$ cat config.mk
export PLATFORM = sky130hd
export DESIGN_NAME = dma_ctrl_regs
export DESIGN_NICKNAME = d
export VERILOG_FILES = /design/src/rtl/dma_pkg.sv /design/src/rtl/dma_ctrl_regs.sv
export SDC_FILE = /design/constraint.sdc
export NUM_CORES = 1
export LEC_CHECK = 0
export ABC_AREA = 0
export CORE_ASPECT_RATIO = 1.75
export CORE_MARGIN = 2
export CORE_UTILIZATION = 45
export DETAILED_ROUTE_END_ITERATION = 12
export GPL_ROUTABILITY_DRIVEN = 0
export PLACE_DENSITY = 0.74
export SLEW_MARGIN = 20
export SYNTH_ARGS = -nofsm -noshare
export SYNTH_HDL_FRONTEND = slang
export SYNTH_SLANG_ARGS = --single-unit
$ cat constraint.sdc
create_clock -name S_AXI_ACLK -period 12.55 [get_ports S_AXI_ACLK]
set_input_delay 1.8825 -clock S_AXI_ACLK [delete_from_list [all_inputs] [get_ports S_AXI_ACLK]]
set_output_delay 1.8825 -clock S_AXI_ACLK [all_outputs]
set_load 0.01 [all_outputs]
$ cat src/rtl/dma_pkg.sv
// Shared constants for the DMA control register block: register map, bit positions,
// AXI response codes and the write/read channel FSM encodings.
package dma_pkg;

   // Register byte offsets
   localparam int unsigned REG_CTRL   = 32'h00;
   localparam int unsigned REG_STATUS = 32'h04;
   localparam int unsigned REG_SRC    = 32'h08;
   localparam int unsigned REG_DST    = 32'h0C;
   localparam int unsigned REG_LEN    = 32'h10;
   localparam int unsigned REG_DATA   = 32'h14;

   // CTRL bits
   localparam int unsigned CTRL_START_BIT  = 0;
   localparam int unsigned CTRL_IRQ_EN_BIT = 1;

   // STATUS bits
   localparam int unsigned STAT_BUSY_BIT = 0;
   localparam int unsigned STAT_DONE_BIT = 1;
   localparam int unsigned STAT_ERR_BIT  = 2;

   localparam logic [1:0] RESP_OKAY   = 2'b00;
   localparam logic [1:0] RESP_SLVERR = 2'b10;

   typedef enum logic [1:0] {W_IDLE, W_HAVE_AW, W_HAVE_W, W_RESP} wr_state_e;
   typedef enum logic {R_IDLE, R_RESP} rd_state_e;

   // Byte-lane merge of a write into an existing 32-bit register value
   function automatic logic [31:0] merge_strb(input logic [31:0] old_v,
                                              input logic [31:0] new_v,
                                              input logic [3:0]  strb);
      logic [31:0] res;
      for (int i = 0; i < 4; i++) begin
         res[i*8 +: 8] = strb[i] ? new_v[i*8 +: 8] : old_v[i*8 +: 8];
      end
      return res;
   endfunction

endpackage

$ cat src/rtl/dma_ctrl_regs.sv
// AXI4-Lite register file in front of the copy engine: holds the command operands,
// issues the one-cycle start strobe, tracks busy/done/error and drives the interrupt.
module dma_ctrl_regs
   import dma_pkg::*;
#(
   parameter int C_S_AXI_ADDR_WIDTH = 5,
   parameter int C_S_AXI_DATA_WIDTH = 32
) (
   input  logic                            S_AXI_ACLK,
   input  logic                            S_AXI_ARESET,
   input  logic [C_S_AXI_ADDR_WIDTH-1:0]   S_AXI_AWADDR,
   input  logic [2:0]                      S_AXI_AWPROT,
   input  logic                            S_AXI_AWVALID,
   output logic                            S_AXI_AWREADY,
   input  logic [C_S_AXI_DATA_WIDTH-1:0]   S_AXI_WDATA,
   input  logic [C_S_AXI_DATA_WIDTH/8-1:0] S_AXI_WSTRB,
   input  logic                            S_AXI_WVALID,
   output logic                            S_AXI_WREADY,
   output logic [1:0]                      S_AXI_BRESP,
   output logic                            S_AXI_BVALID,
   input  logic                            S_AXI_BREADY,
   input  logic [C_S_AXI_ADDR_WIDTH-1:0]   S_AXI_ARADDR,
   input  logic [2:0]                      S_AXI_ARPROT,
   input  logic                            S_AXI_ARVALID,
   output logic                            S_AXI_ARREADY,
   output logic [C_S_AXI_DATA_WIDTH-1:0]   S_AXI_RDATA,
   output logic [1:0]                      S_AXI_RRESP,
   output logic                            S_AXI_RVALID,
   input  logic                            S_AXI_RREADY,
   output logic                            start,
   output logic [31:0]                     address_src,
   output logic [31:0]                     address_dst,
   output logic [31:0]                     length,
   output logic [31:0]                     data,
   input  logic                            eng_done,
   input  logic                            eng_error,
   output logic                            irq
);

   localparam int AW = C_S_AXI_ADDR_WIDTH;

   wr_state_e         wr_q, wr_d;
   rd_state_e         rd_q, rd_d;
   logic [AW-1:0]     awaddr_q, awaddr_d;
   logic [31:0]       wdata_q, wdata_d;
   logic [3:0]        wstrb_q, wstrb_d;
   logic [31:0]       src_q, src_d, dst_q, dst_d, len_q, len_d, data_q, data_d;
   logic              irq_en_q, irq_en_d;
   logic              busy_q, busy_d, done_q, done_d, err_q, err_d;
   logic              start_q, start_d, irq_q, irq_d;
   logic [1:0]        bresp_q, bresp_d, rresp_q, rresp_d;
   logic [31:0]       rdata_q, rdata_d;

   logic              aw_hs, w_hs, ar_hs, commit;
   logic [AW-1:0]     eff_awaddr, waddr_word, raddr_word;
   logic [31:0]       eff_wdata;
   logic [3:0]        eff_wstrb;
   logic              start_req, w1c_done, w1c_err, busy_free, start_go, start_zero;
   logic              unused_bits;

   assign S_AXI_AWREADY = (wr_q == W_IDLE) || (wr_q == W_HAVE_W);
   assign S_AXI_WREADY  = (wr_q == W_IDLE) || (wr_q == W_HAVE_AW);
   assign S_AXI_BVALID  = (wr_q == W_RESP);
   assign S_AXI_BRESP   = bresp_q;
   assign S_AXI_ARREADY = (rd_q == R_IDLE);
   assign S_AXI_RVALID  = (rd_q == R_RESP);
   assign S_AXI_RDATA   = rdata_q;
   assign S_AXI_RRESP   = rresp_q;
   assign start         = start_q;
   assign irq           = irq_q;
   assign address_src   = src_q;
   assign address_dst   = dst_q;
   assign length        = len_q;
   assign data          = data_q;

   assign aw_hs      = S_AXI_AWVALID && S_AXI_AWREADY;
   assign w_hs       = S_AXI_WVALID && S_AXI_WREADY;
   assign ar_hs      = S_AXI_ARVALID && S_AXI_ARREADY;
   assign eff_awaddr = (wr_q == W_HAVE_AW) ? awaddr_q : S_AXI_AWADDR;
   assign eff_wdata  = (wr_q == W_HAVE_W) ? wdata_q : S_AXI_WDATA;
   assign eff_wstrb  = (wr_q == W_HAVE_W) ? wstrb_q : S_AXI_WSTRB;
   assign waddr_word = {eff_awaddr[AW-1:2], 2'b00};
   assign raddr_word = {S_AXI_ARADDR[AW-1:2], 2'b00};
   assign irq_d      = irq_en_q & (done_q | err_q);

   assign unused_bits = ^{S_AXI_AWPROT, S_AXI_ARPROT, eff_awaddr[1:0], S_AXI_ARADDR[1:0]};

   // Write channel: collect AW and W independently, commit once both are held
   always_comb begin
      wr_d     = wr_q;
      awaddr_d = awaddr_q;
      wdata_d  = wdata_q;
      wstrb_d  = wstrb_q;
      commit   = 1'b0;
      if (aw_hs) awaddr_d = S_AXI_AWADDR;
      if (w_hs) begin
         wdata_d = S_AXI_WDATA;
         wstrb_d = S_AXI_WSTRB;
      end
      unique case (wr_q)
         W_IDLE: begin
            if (aw_hs && w_hs) begin
               wr_d   = W_RESP;
               commit = 1'b1;
            end else if (aw_hs) begin
               wr_d = W_HAVE_AW;
            end else if (w_hs) begin
               wr_d = W_HAVE_W;
            end
         end
         W_HAVE_AW: if (w_hs) begin
            wr_d   = W_RESP;
            commit = 1'b1;
         end
         W_HAVE_W: if (aw_hs) begin
            wr_d   = W_RESP;
            commit = 1'b1;
         end
         W_RESP: if (S_AXI_BREADY) wr_d = W_IDLE;
         default: wr_d = W_IDLE;
      endcase
   end

   // Register updates and engine status; engine set events beat W1C clears, START beats done
   always_comb begin
      src_d      = src_q;
      dst_d      = dst_q;
      len_d      = len_q;
      data_d     = data_q;
      irq_en_d   = irq_en_q;
      busy_d     = busy_q;
      done_d     = done_q;
      err_d      = err_q;
      bresp_d    = bresp_q;
      start_d    = 1'b0;
      start_req  = 1'b0;
      w1c_done   = 1'b0;
      w1c_err    = 1'b0;
      if (commit) begin
         bresp_d = RESP_OKAY;
         case (waddr_word)
            AW'(REG_CTRL): if (eff_wstrb[0]) begin
               irq_en_d  = eff_wdata[CTRL_IRQ_EN_BIT];
               start_req = eff_wdata[CTRL_START_BIT];
            end
            AW'(REG_STATUS): if (eff_wstrb[0]) begin
               w1c_done = eff_wdata[STAT_DONE_BIT];
               w1c_err  = eff_wdata[STAT_ERR_BIT];
            end
            AW'(REG_SRC): if (busy_q) bresp_d = RESP_SLVERR;
                          else src_d = merge_strb(src_q, eff_wdata, eff_wstrb) & ~32'h3;
            AW'(REG_DST): if (busy_q) bresp_d = RESP_SLVERR;
                          else dst_d = merge_strb(dst_q, eff_wdata, eff_wstrb) & ~32'h3;
            AW'(REG_LEN): if (busy_q) bresp_d = RESP_SLVERR;
                          else len_d = merge_strb(len_q, eff_wdata, eff_wstrb) & ~32'h3;
            AW'(REG_DATA): if (busy_q) bresp_d = RESP_SLVERR;
                           else data_d = merge_strb(data_q, eff_wdata, eff_wstrb);
            default: bresp_d = RESP_SLVERR;
         endcase
      end
      // A completion arriving this cycle frees the engine for a coincident START
      busy_free  = !busy_q || eng_done;
      start_go   = start_req && busy_free && (len_q != 32'd0);
      start_zero = start_req && busy_free && (len_q == 32'd0);
      if (eng_done) busy_d = 1'b0;
      if (w1c_done) done_d = 1'b0;
      if (eng_done) done_d = 1'b1;
      if (w1c_err) err_d = 1'b0;
      if (eng_error || start_zero) err_d = 1'b1;
      if (start_go) begin
         start_d = 1'b1;
         busy_d  = 1'b1;
         done_d  = 1'b0;
         err_d   = 1'b0;
      end
   end

   // Read channel: capture read data at AR acceptance, hold until RREADY
   always_comb begin
      rd_d    = rd_q;
      rdata_d = rdata_q;
      rresp_d = rresp_q;
      unique case (rd_q)
         R_IDLE: if (ar_hs) begin
            rd_d    = R_RESP;
            rresp_d = RESP_OKAY;
            case (raddr_word)
               AW'(REG_CTRL):   rdata_d = {30'd0, irq_en_q, 1'b0};
               AW'(REG_STATUS): rdata_d = {29'd0, err_q, done_q, busy_q};
               AW'(REG_SRC):    rdata_d = src_q;
               AW'(REG_DST):    rdata_d = dst_q;
               AW'(REG_LEN):    rdata_d = len_q;
               AW'(REG_DATA):   rdata_d = data_q;
               default: begin
                  rdata_d = 32'd0;
                  rresp_d = RESP_SLVERR;
               end
            endcase
         end
         R_RESP: if (S_AXI_RREADY) rd_d = R_IDLE;
         default: rd_d = R_IDLE;
      endcase
   end

   // State registers; reset abandons any in-flight handshake and kills the start strobe
   always_ff @(posedge S_AXI_ACLK or posedge S_AXI_ARESET) begin
      if (S_AXI_ARESET) begin
         wr_q     <= W_IDLE;
         rd_q     <= R_IDLE;
         awaddr_q <= '0;
         wdata_q  <= '0;
         wstrb_q  <= '0;
         src_q    <= '0;
         dst_q    <= '0;
         len_q    <= '0;
         data_q   <= '0;
         irq_en_q <= 1'b0;
         busy_q   <= 1'b0;
         done_q   <= 1'b0;
         err_q    <= 1'b0;
         start_q  <= 1'b0;
         irq_q    <= 1'b0;
         bresp_q  <= RESP_OKAY;
         rresp_q  <= RESP_OKAY;
         rdata_q  <= '0;
      end else begin
         wr_q     <= wr_d;
         rd_q     <= rd_d;
         awaddr_q <= awaddr_d;
         wdata_q  <= wdata_d;
         wstrb_q  <= wstrb_d;
         src_q    <= src_d;
         dst_q    <= dst_d;
         len_q    <= len_d;
         data_q   <= data_d;
         irq_en_q <= irq_en_d;
         busy_q   <= busy_d;
         done_q   <= done_d;
         err_q    <= err_d;
         start_q  <= start_d;
         irq_q    <= irq_d;
         bresp_q  <= bresp_d;
         rresp_q  <= rresp_d;
         rdata_q  <= rdata_d;
      end
   end

endmodule

Yosys cells after proc, flatten, opt, wreduce, memory -nomap -nowiden
Index checks and enable logic that the tools add are counted.
Cells by class
  reduce and logical (&&, ||, !) cells: 42
  multiplexer cells: 39
  bitwise logic cells: 4
  equal/unequal tests: 17
Operators by type and width (count)
  case mux 32 bit (6 select lines): 1
  AND reduction 4 bit: 17
  zero test 32 bit: 1
  two-way mux 32 bit: 1
  nonzero test 32 bit: 1
  two-way mux 1 bit: 23
  two-way mux 2 bit: 8
  == test 3 x 2 -> 1 bit (second input constant): 4
  == test 3 bit (second input constant): 4
  zero test 5 bit: 2
  case mux 2 bit (4 select lines): 1
  logical AND 1 bit: 7
  == test 3 x 1 -> 1 bit (second input constant): 2
  nonzero test 3 bit: 2
  OR reduction 6 bit: 1
  two-way mux 5 bit: 1
  == test 2 bit (second input constant): 2
  logical OR 1 bit: 4
  two-way mux 4 bit: 1
  inequality test 2 bit (second input constant): 2
  inequality test 4 x 3 -> 1 bit (second input constant): 1
  case mux 2 bit (2 select lines): 1
  OR reduction 4 bit: 1
  case mux 1 bit (3 select lines): 1
  other kinds (12): 13
Storage, ports and cells
  logic and storage cells: 132
  output and inout bits: 171
  input bits: 61
  register bits: 208

Depth between registers and ports, before layout
Gate-level depths: netlist of the first run.
  word-level depth: 12
  mapped depth: 9
  gate-level depth less buffers: 6

Worst setup path after synthesis of the first run
No wires, ideal clock.
  path kind: input to register
  from: input S_AXI_AWADDR[3]
  to: register len_q[10] (netlist: length[10])
  arrival: 3.236 ns
  setup time: 0.125 ns
  cell stages on the path: 4
  setup slack: 9.190 ns
  data required time: 12.425 ns
  path buffers: 0
  path through: or3b_2 -> a211oi_1 -> nand2_1 -> mux2_2
On the way
  cells in the longest elaborated chain, start to end: 3
Ends and longest elaborated chain
  from (decl): line dma_ctrl_regs.sv:11  | input logic [C_S_AXI_ADDR_WIDTH-1:0] S_AXI_AWADDR,
  two-way mux 5 bit: line dma_ctrl_regs.sv:79  | assign eff_awaddr = (wr_q == W_HAVE_AW) ? awaddr_q : S_AXI_AWADDR;
  == test 3 bit: line dma_ctrl_regs.sv:141  | case (waddr_word)
  AND reduction 4 bit (no source line)
  to (signal assigned): line dma_ctrl_regs.sv:234  | len_q <= len_d;
  to (decl): line dma_ctrl_regs.sv:47  | logic [31:0] src_q, src_d, dst_q, dst_d, len_q, len_d, data_q, data_d;
Every way passes these cells.
A chain may end at the register's enable or synchronous reset.

Worst setup path in the final report of the first run
  from: register wr_q[1]
  to: output S_AXI_WREADY
On the way
  cells in the longest elaborated chain, start to end: 2
  elaborated cells on any way between the ends: 3
  classes of those cells: eq/ne (1); reduce/logical (2)
Ends and longest elaborated chain
  from (decl): line dma_ctrl_regs.sv:42  | wr_state_e wr_q, wr_d;
  from (signal assigned): line dma_ctrl_regs.sv:227  | wr_q <= wr_d;
  == test 2 x 1 -> 1 bit or zero test 2 bit (tied branches): line dma_ctrl_regs.sv:62  | assign S_AXI_WREADY = (wr_q == W_IDLE) || (wr_q == W_HAVE_AW);
  logical OR 1 bit *: line dma_ctrl_regs.sv:62
  to (decl): line dma_ctrl_regs.sv:18  | output logic S_AXI_WREADY,
Mark *: on every way between the ends. The rest lies on a longest branch, timed or not.

==> results by group, run 1 <==
Status
  • Status: finished clean

Worst setup path
  • CP Launch Type: register
  • Buf/Inv on CP: 2
  • CP Data Required Time: 10.67 ns
  • CP cell instances: inv_1 -> ha_1 -> or2_2 -> clkdlybuf4s50_1
  • CP max stage cell: clkdlybuf4s50_1
  • Max stage delay on crit path: 0.53 ns
  • Critical path type: reg2out
  • Crit path capture type: output pin
  • CP Max Fanout: 13
  • Top delay family on crit path: buffers and inverters
  • Worst endpoint data arrival time: 2.20 ns

Routing
  • Residual DRC count: 0
  • Routed length per placed instance: 23.1 um
  • Via-per-instance ratio: 5.75
  • Routed wire length: 26,500 um
  • Pre-antenna DRT Iters: 5
  • Final antenna-violating net count: 0
  • Via Count: 6,608
  • Drt first-iter violations: 302

GRT
  • Largest net degree at the start of global routing: 135
  • Antenna violations before repair: 1
  • First-pass GRT wire length: 40,900 um
  • GRT Util Overall: 24.7%
  • Gr ovfl total: 0
  • Vias in the first global route: 6,806

Timing
  • Crit path time final: 4.08 ns
  • Hold Violations, Final: 0
  • Max Clock Freq: 0.245 GHz
  • Tcrit/Tclk final: 32.5%
  • Worst-margin pin slew: 1.12 ns
  • Fin. max-slew vios: 0
  • RSZ-0062 raised after global routing: false
  • Clock skew: 0.0189 ns
  • Final TNS setup: 0 ns
  • Hold slack: 0.476 ns
  • Slew headroom: 25.3%
  • Final setup fails: 0

Clock tree
  • Worst-path clk slew: 0.06 ns
  • Clock Path Buffers: 3
  • H-tree depth: 1
  • CTS Buf Count: 19
  • # hold bufs at CTS: 0
  • # resized after CTS: 0
  • Postcts setup bufs: 0
  • TritonCTS clock tree: done
  • Clock Latency Late Sink: 0.49 ns
  • Clock root buffer: clkbuf_16
  • CTS Sinks: 204

Floorplan
  • I/O pin total: 232
  • Starting density of the core: 46.0%
  • Die W: 112 um
  • Die area: 21,500 um^2
  • Die height: 192 um
  • Core area: 19,800 um^2
  • FP Rows: 68

Synth
  • Mapped Cells: 679
  • Count leader, synth: dfrtp_1
  • Synth area leaders: dfrtp_1 (56%), mux2_2 (24%), a221oi_1 (2.9%)
  • Top-area cell type share of the netlist area: 56.0%
  • Seq/Total Area, Yosys: 56.0%
  • Synthesized flop and latch total: 204
  • Post-synth top cells: dfrtp_1 (204), mux2_2 (196), nand2_1 (37)
  • Ys flop type: dfrtp_1
  • Yosys warnings: 0
  • Avg Synthesized Cell Area: 13.4 um^2
  • Post-synth ARST share: 100%
  • Number of synthesized flops with an enable pin: 0
  • Mapped Area: 9120 um^2
  • Cell variety after synth: 47
  • Yosys top cell by area: dfrtp_1

Job
  • Max_cap viols: 0

Layout
  • Area of the multi-input gates: 3840 um^2
  • Sequential cell area: 5100 um^2
  • Filler Cells Inserted: 1,638
  • Area grow syn2layout: 32.6%
  • Share of cells above drive strength 1: 28.9%
  • Nets: 957
  • Post-route cell area: 12,100 um^2

Power and ir drop
  • Sequential power share: 39.6%
  • Net Sw Frac: 33.4%
  • Internal: 0.00185 W
  • Combinational power share: 40.4%
  • Psw: 0.000928 W
  • Max VDD drop: 0.171 mV
  • LEAKAGE: 5.23 nW
  • Pwr dens: 230 nW/um^2
  • Clk pwr share: 20.0%

Place
  • Port buffer count: 213
  • Placed cell area: 11,500 um^2
  • HPWL Detailed: 18,400 um

Min path
  • Hold Path Class: reg2reg
## tightest hold or removal path, stage by stage, from the launching register on
cell and delay (ns):
dfrtp_1 0.34, nand2_1 0.05, o31ai_1 0.05
## final timing paths
kind                                    to           start  slack (ns)  depth (start not counted)
setup / recovery              S_AXI_WREADY         wr_q[1]        8.47                          4
hold / removal              S_AXI_RDATA[1]  S_AXI_RDATA[1]        0.48                          2
setup reg to reg                  data[21]         wr_q[0]        9.12                          7
hold reg to reg             S_AXI_RDATA[1]  S_AXI_RDATA[1]        0.48                          2
max in group asynchronous  address_dst[23]    S_AXI_ARESET        8.98                          3
min in group asynchronous   S_AXI_RDATA[7]    S_AXI_ARESET        1.98                          2
## cell families (layout without fill, tap and decap cells)
family / Yosys count / count (layout) / share of synthesized area (%)
compound gates: 122 / 122 / 10.1
fa+ha+maj: 6 / 6 / 0.796
buf+inv: 49 / 264 / 2.47
flops: 204 / 204 / 56.0
mux: 205 / 205 / 25.2
other cells: 1 / 12 / 0.0411
simple gates: 92 / 92 / 5.42
## power by group through the flow
stage	combinational, W	sequential, W	clock [W]
final	0.00112	0.00110	0.000555
after global placement	0.00112	0.00110	0
after global routing	0.00121	0.00113	0.000599
after detailed placement	0.00113	0.00111	0
after floorplan	0.000536	0.00113	0
after CTS	0.00114	0.00110	0.000569
## flip-flops by register name (all words and copies together), names as in the netlist
name / count
S_AXI_RDATA: 32
data: 32
wdata_q: 32
address_dst: 30
address_src: 30
length: 30
wstrb_q: 4
awaddr_q: 3
wr_q: 2
S_AXI_BRESP: 1
S_AXI_RRESP: 1
S_AXI_RVALID: 1
busy_q: 1
done_q: 1
err_q: 1
irq: 1
irq_en_q: 1
start: 1
## metrics by stage
stage	setup slack, ns	util, %	instances	power [W]
after floorplan	5.10	-	686	0.00166
after global placement	8.04	58.0	1115	0.00222
after detailed placement	8.03	58.0	1115	0.00224
after CTS	8.45	60.9	1146	0.00281
after global routing	8.36	61.0	1147	0.00294
final	8.47	61.0	1150	0.00278
## layout by cell type, fill, tap and decap left out, drive strengths merged, types with 4 or more instances in the layout
| cell type | instances |
|---|---|
| a211oi | 5 |
| a21oi | 8 |
| a221oi | 30 |
| a22o | 29 |
| buf | 9 |
| clkbuf | 26 |
| clkdlybuf4s50 | 213 |
| conb | 8 |
| dfrtp | 204 |
| diode | 4 |
| ha | 5 |
| inv | 11 |
| mux2 | 196 |
| mux2i | 9 |
| nand2 | 40 |
| nand3 | 16 |
| nor2 | 11 |
| nor2b | 4 |
| nor4 | 7 |
| o21ai | 31 |
## per-layer routing
| metal | track usage (%) | vias up | wire [um] |
|---|---|---|---|
| met5 | 0 | - | 0 |
| met4 | 8.59 | 0 | 688 |
| met3 | 4.02 | 47 | 1370 |
| met2 | 45.8 | 204 | 14600 |
| met1 | 29.1 | 3414 | 9870 |
| li1 | - | 2943 | - |
## layout make-up
cell class              instances  share of cell area [%]
flip-flops and latches        204                    42.2
well taps                     245                    2.54
repair buffers                222                    18.2
diodes                          4                  0.0828
inverters                      11                   0.404
multi-input cells             433                    31.7
clock inverters                 5                   0.435
clock buffers                  26                    4.40
Power figures use the tool's default switching activity.
==> run 2: changes to the inputs <==
--- a/config.mk
+++ b/config.mk
@@ -11,7 +11,7 @@
 export CORE_UTILIZATION = 45
 export DETAILED_ROUTE_END_ITERATION = 12
 export GPL_ROUTABILITY_DRIVEN = 0
-export PLACE_DENSITY = 0.74
+export PLACE_DENSITY = 0.77
 export SLEW_MARGIN = 20
 export SYNTH_ARGS = -nofsm -noshare
 export SYNTH_HDL_FRONTEND = slang
==> constraint.sdc (replaced) <==
create_clock -name S_AXI_ACLK -period 3.3 [get_ports S_AXI_ACLK]
set_input_delay 0.495 -clock S_AXI_ACLK [delete_from_list [all_inputs] [get_ports S_AXI_ACLK]]
set_output_delay 0.495 -clock S_AXI_ACLK [all_outputs]
set_load 0.01 [all_outputs]
==> results by group, run 2 (synthesized netlist as in run 1, its figures left out) <==
Status
  • Status: finished clean (unchanged)

Floorplan
  • Core area: 19,800 um^2 (unchanged)
  • I/O pin total: 232 (unchanged)
  • Die W: 112 um (unchanged)
  • FP Rows: 68 (unchanged)
  • Die area: 21,500 um^2 (unchanged)
  • Starting density of the core: 46.0% (unchanged)
  • Die height: 192 um (unchanged)

Routing
  • Residual DRC count: 0 (unchanged)
  • Pre-antenna DRT Iters: 4 (was 5)
  • Routed wire length: 26,100 um (was 26,500 um)
  • Via-per-instance ratio: 5.78 (was 5.75)
  • Via Count: 6,695 (was 6,608)
  • Routed length per placed instance: 22.5 um (was 23.1 um)
  • Final antenna-violating net count: 0 (unchanged)
  • Drt first-iter violations: 299 (was 302)

Clock tree
  • Clock Latency Late Sink: 0.48 ns (was 0.49 ns)
  • # hold bufs at CTS: 0 (unchanged)
  • CTS Buf Count: 19 (unchanged)
  • TritonCTS clock tree: done (unchanged)
  • Worst-path clk slew: 0.07 ns (was 0.06 ns)
  • # resized after CTS: 0 (unchanged)
  • Clock root buffer: clkbuf_16 (unchanged)
  • H-tree depth: 1 (unchanged)
  • Clock Path Buffers: 3 (unchanged)
  • CTS Sinks: 204 (unchanged)
  • Postcts setup bufs: 0 (unchanged)

Worst setup path
  • Max stage delay on crit path: 0.58 ns (was 0.53 ns)
  • CP cell instances: inv_1 -> ha_1 -> mux2_2 -> a211oi_2 -> nand2_1 -> mux2_2 (was inv_1 -> ha_1 -> or2_2 -> clkdlybuf4s50_1)
  • Worst R2R Start: wr_q[1] (was wr_q[0])
  • R2r setup slk: 0.38 ns (was 9.12 ns)
  • CP startpoint: wr_q[1] (unchanged)
  • Crit path capture type: register (was output pin)
  • CP Launch Type: register (unchanged)
  • Worst endpoint data arrival time: 3.28 ns (was 2.20 ns)
  • Buf/Inv on CP: 1 (was 2)
  • CP Data Required Time: 3.66 ns (was 10.67 ns)
  • CP max stage cell: a211oi_2 (was clkdlybuf4s50_1)
  • Critical path type: reg2reg (was reg2out)
  • CP Max Fanout: 13 (unchanged)
  • Most frequent CP cell: mux2_2
  • Top delay family on crit path: multiplexers (was buffers and inverters)

GRT
  • First-pass GRT wire length: 40,500 um (was 40,900 um)
  • GRT Util Overall: 24.3% (was 24.7%)
  • Gr ovfl total: 0 (unchanged)
  • Largest net degree at the start of global routing: 58 (was 135)
  • Antenna violations before repair: 1 (unchanged)
  • Vias in the first global route: 7,053 (was 6,806)

Layout
  • Most frequent cells in the layout: clkdlybuf4s50_1 (213), dfrtp_1 (204), mux2_2 (196) (unchanged)
  • Area grow syn2layout: 34.2% (was 32.6%)
  • Share of cells above drive strength 1: 29.7% (was 28.9%)
  • Nets: 966 (was 957)
  • Commonest non-fill, non-tap cell in the layout: clkdlybuf4s50_1 (unchanged)
  • Filler Cells Inserted: 1,583 (was 1,638)

Power and ir drop
  • Max VDD drop: 0.587 mV (was 0.171 mV)
  • Pwr dens: 875 nW/um^2 (was 230 nW/um^2)
  • LEAKAGE: 5.31 nW (was 5.23 nW)

Timing
  • RSZ-0062 raised after global routing: false (unchanged)
  • Final TNS setup: 0 ns (unchanged)
  • Worst-margin pin slew: 0.842 ns (was 1.12 ns)
  • Slew headroom: 43.7% (was 25.3%)
  • Max Clock Freq: 0.343 GHz
  • Tcrit/Tclk final: 88.4%
  • Fin. max-slew vios: 0 (unchanged)
  • Hold Violations, Final: 0 (unchanged)
  • Crit path time final: 2.92 ns
  • PnR worst setup slack: 0.384 ns (was 8.47 ns)
  • Final setup fails: 0 (unchanged)
  • Clock skew: 0.0109 ns (was 0.0189 ns)

Place
  • Port buffer count: 213 (unchanged)
  • HPWL Detailed: 18,600 um (was 18,400 um)
  • DP Worst Slack: 0.352 ns (was 8.03 ns)

Min path
  • Hold Path Class: reg2reg (unchanged)
  • Hold_sp: S_AXI_RDATA[6] (was S_AXI_RDATA[1])

Job
  • Max_cap viols: 0 (unchanged)
[run 2: cell count changes in the layout (fill, tap and decap cells not counted)]
cell       delta
buf_12        +4
bufinv_16     +1
clkbuf_1      -1
buf_4         +5
inv_8         -1
inv_6         +1
diode_2       -1
clkinv_2      +1
[run 2: per-stage QoR]
| stage | utilization, % | hold WS, ns | power, W | cells | instance area (um^2) |
|---|---|---|---|---|---|
| floorplan | - | 0.472 | 0.00633 | 686 | 9150 |
| global placement | 58.6 | 0.456 | 0.00844 | 1124 | 11600 |
| detailed placement | 58.6 | 0.473 | 0.00855 | 1124 | 11600 |
| CTS | 61.7 | 0.488 | 0.0108 | 1156 | 12200 |
| global route | 61.7 | 0.511 | 0.0113 | 1157 | 12200 |
| finish | 61.7 | 0.483 | 0.0107 | 1159 | 12200 |
[run 2: final cells by class]
cell class	count	area, um^2	share of cell area [%]
flip-flops and latches	204	5100	41.7
multi-input cells	433	3840	31.4
clock inverters	7	88.8	0.726
inverters	11	45.0	0.368
diodes	3	7.51	0.0614
clock buffers	25	528	4.32
well taps	245	307	2.51
repair buffers	231	2320	18.9
[run 2: final timing paths]
check | end | depth (start not counted)
max | length[14] | 6
min | S_AXI_RDATA[6] | 2
max reg2reg | length[14] | 6
min reg2reg | S_AXI_RDATA[6] | 2
max in group asynchronous | wdata_q[27] | 3
min in group asynchronous | address_dst[6] | 2
[run 2: power by group]
group          internal (W)  switching (W)  leakage, nW
clock network       0.00128       0.000925        0.308
logic               0.00246        0.00185         2.38
registers           0.00342       0.000775         2.63
total               0.00716        0.00355         5.31
[run 2: tightest hold or removal path: cells and delay by family (launching register included)]
family / cells / cell delay, ns
DFF: 1 / 0.34
and+or+nand+nor: 1 / 0.05
AOI/OAI and AO/OA: 1 / 0.06
[run 2: metal layers]
layer	track usage (%)	wire length, um	vias to the layer above
li1	-	-	2961
met1	27.2	9460	3445
met2	45.5	14300	226
met3	3.89	1350	63
met4	10.4	1060	0
met5	0	0	-
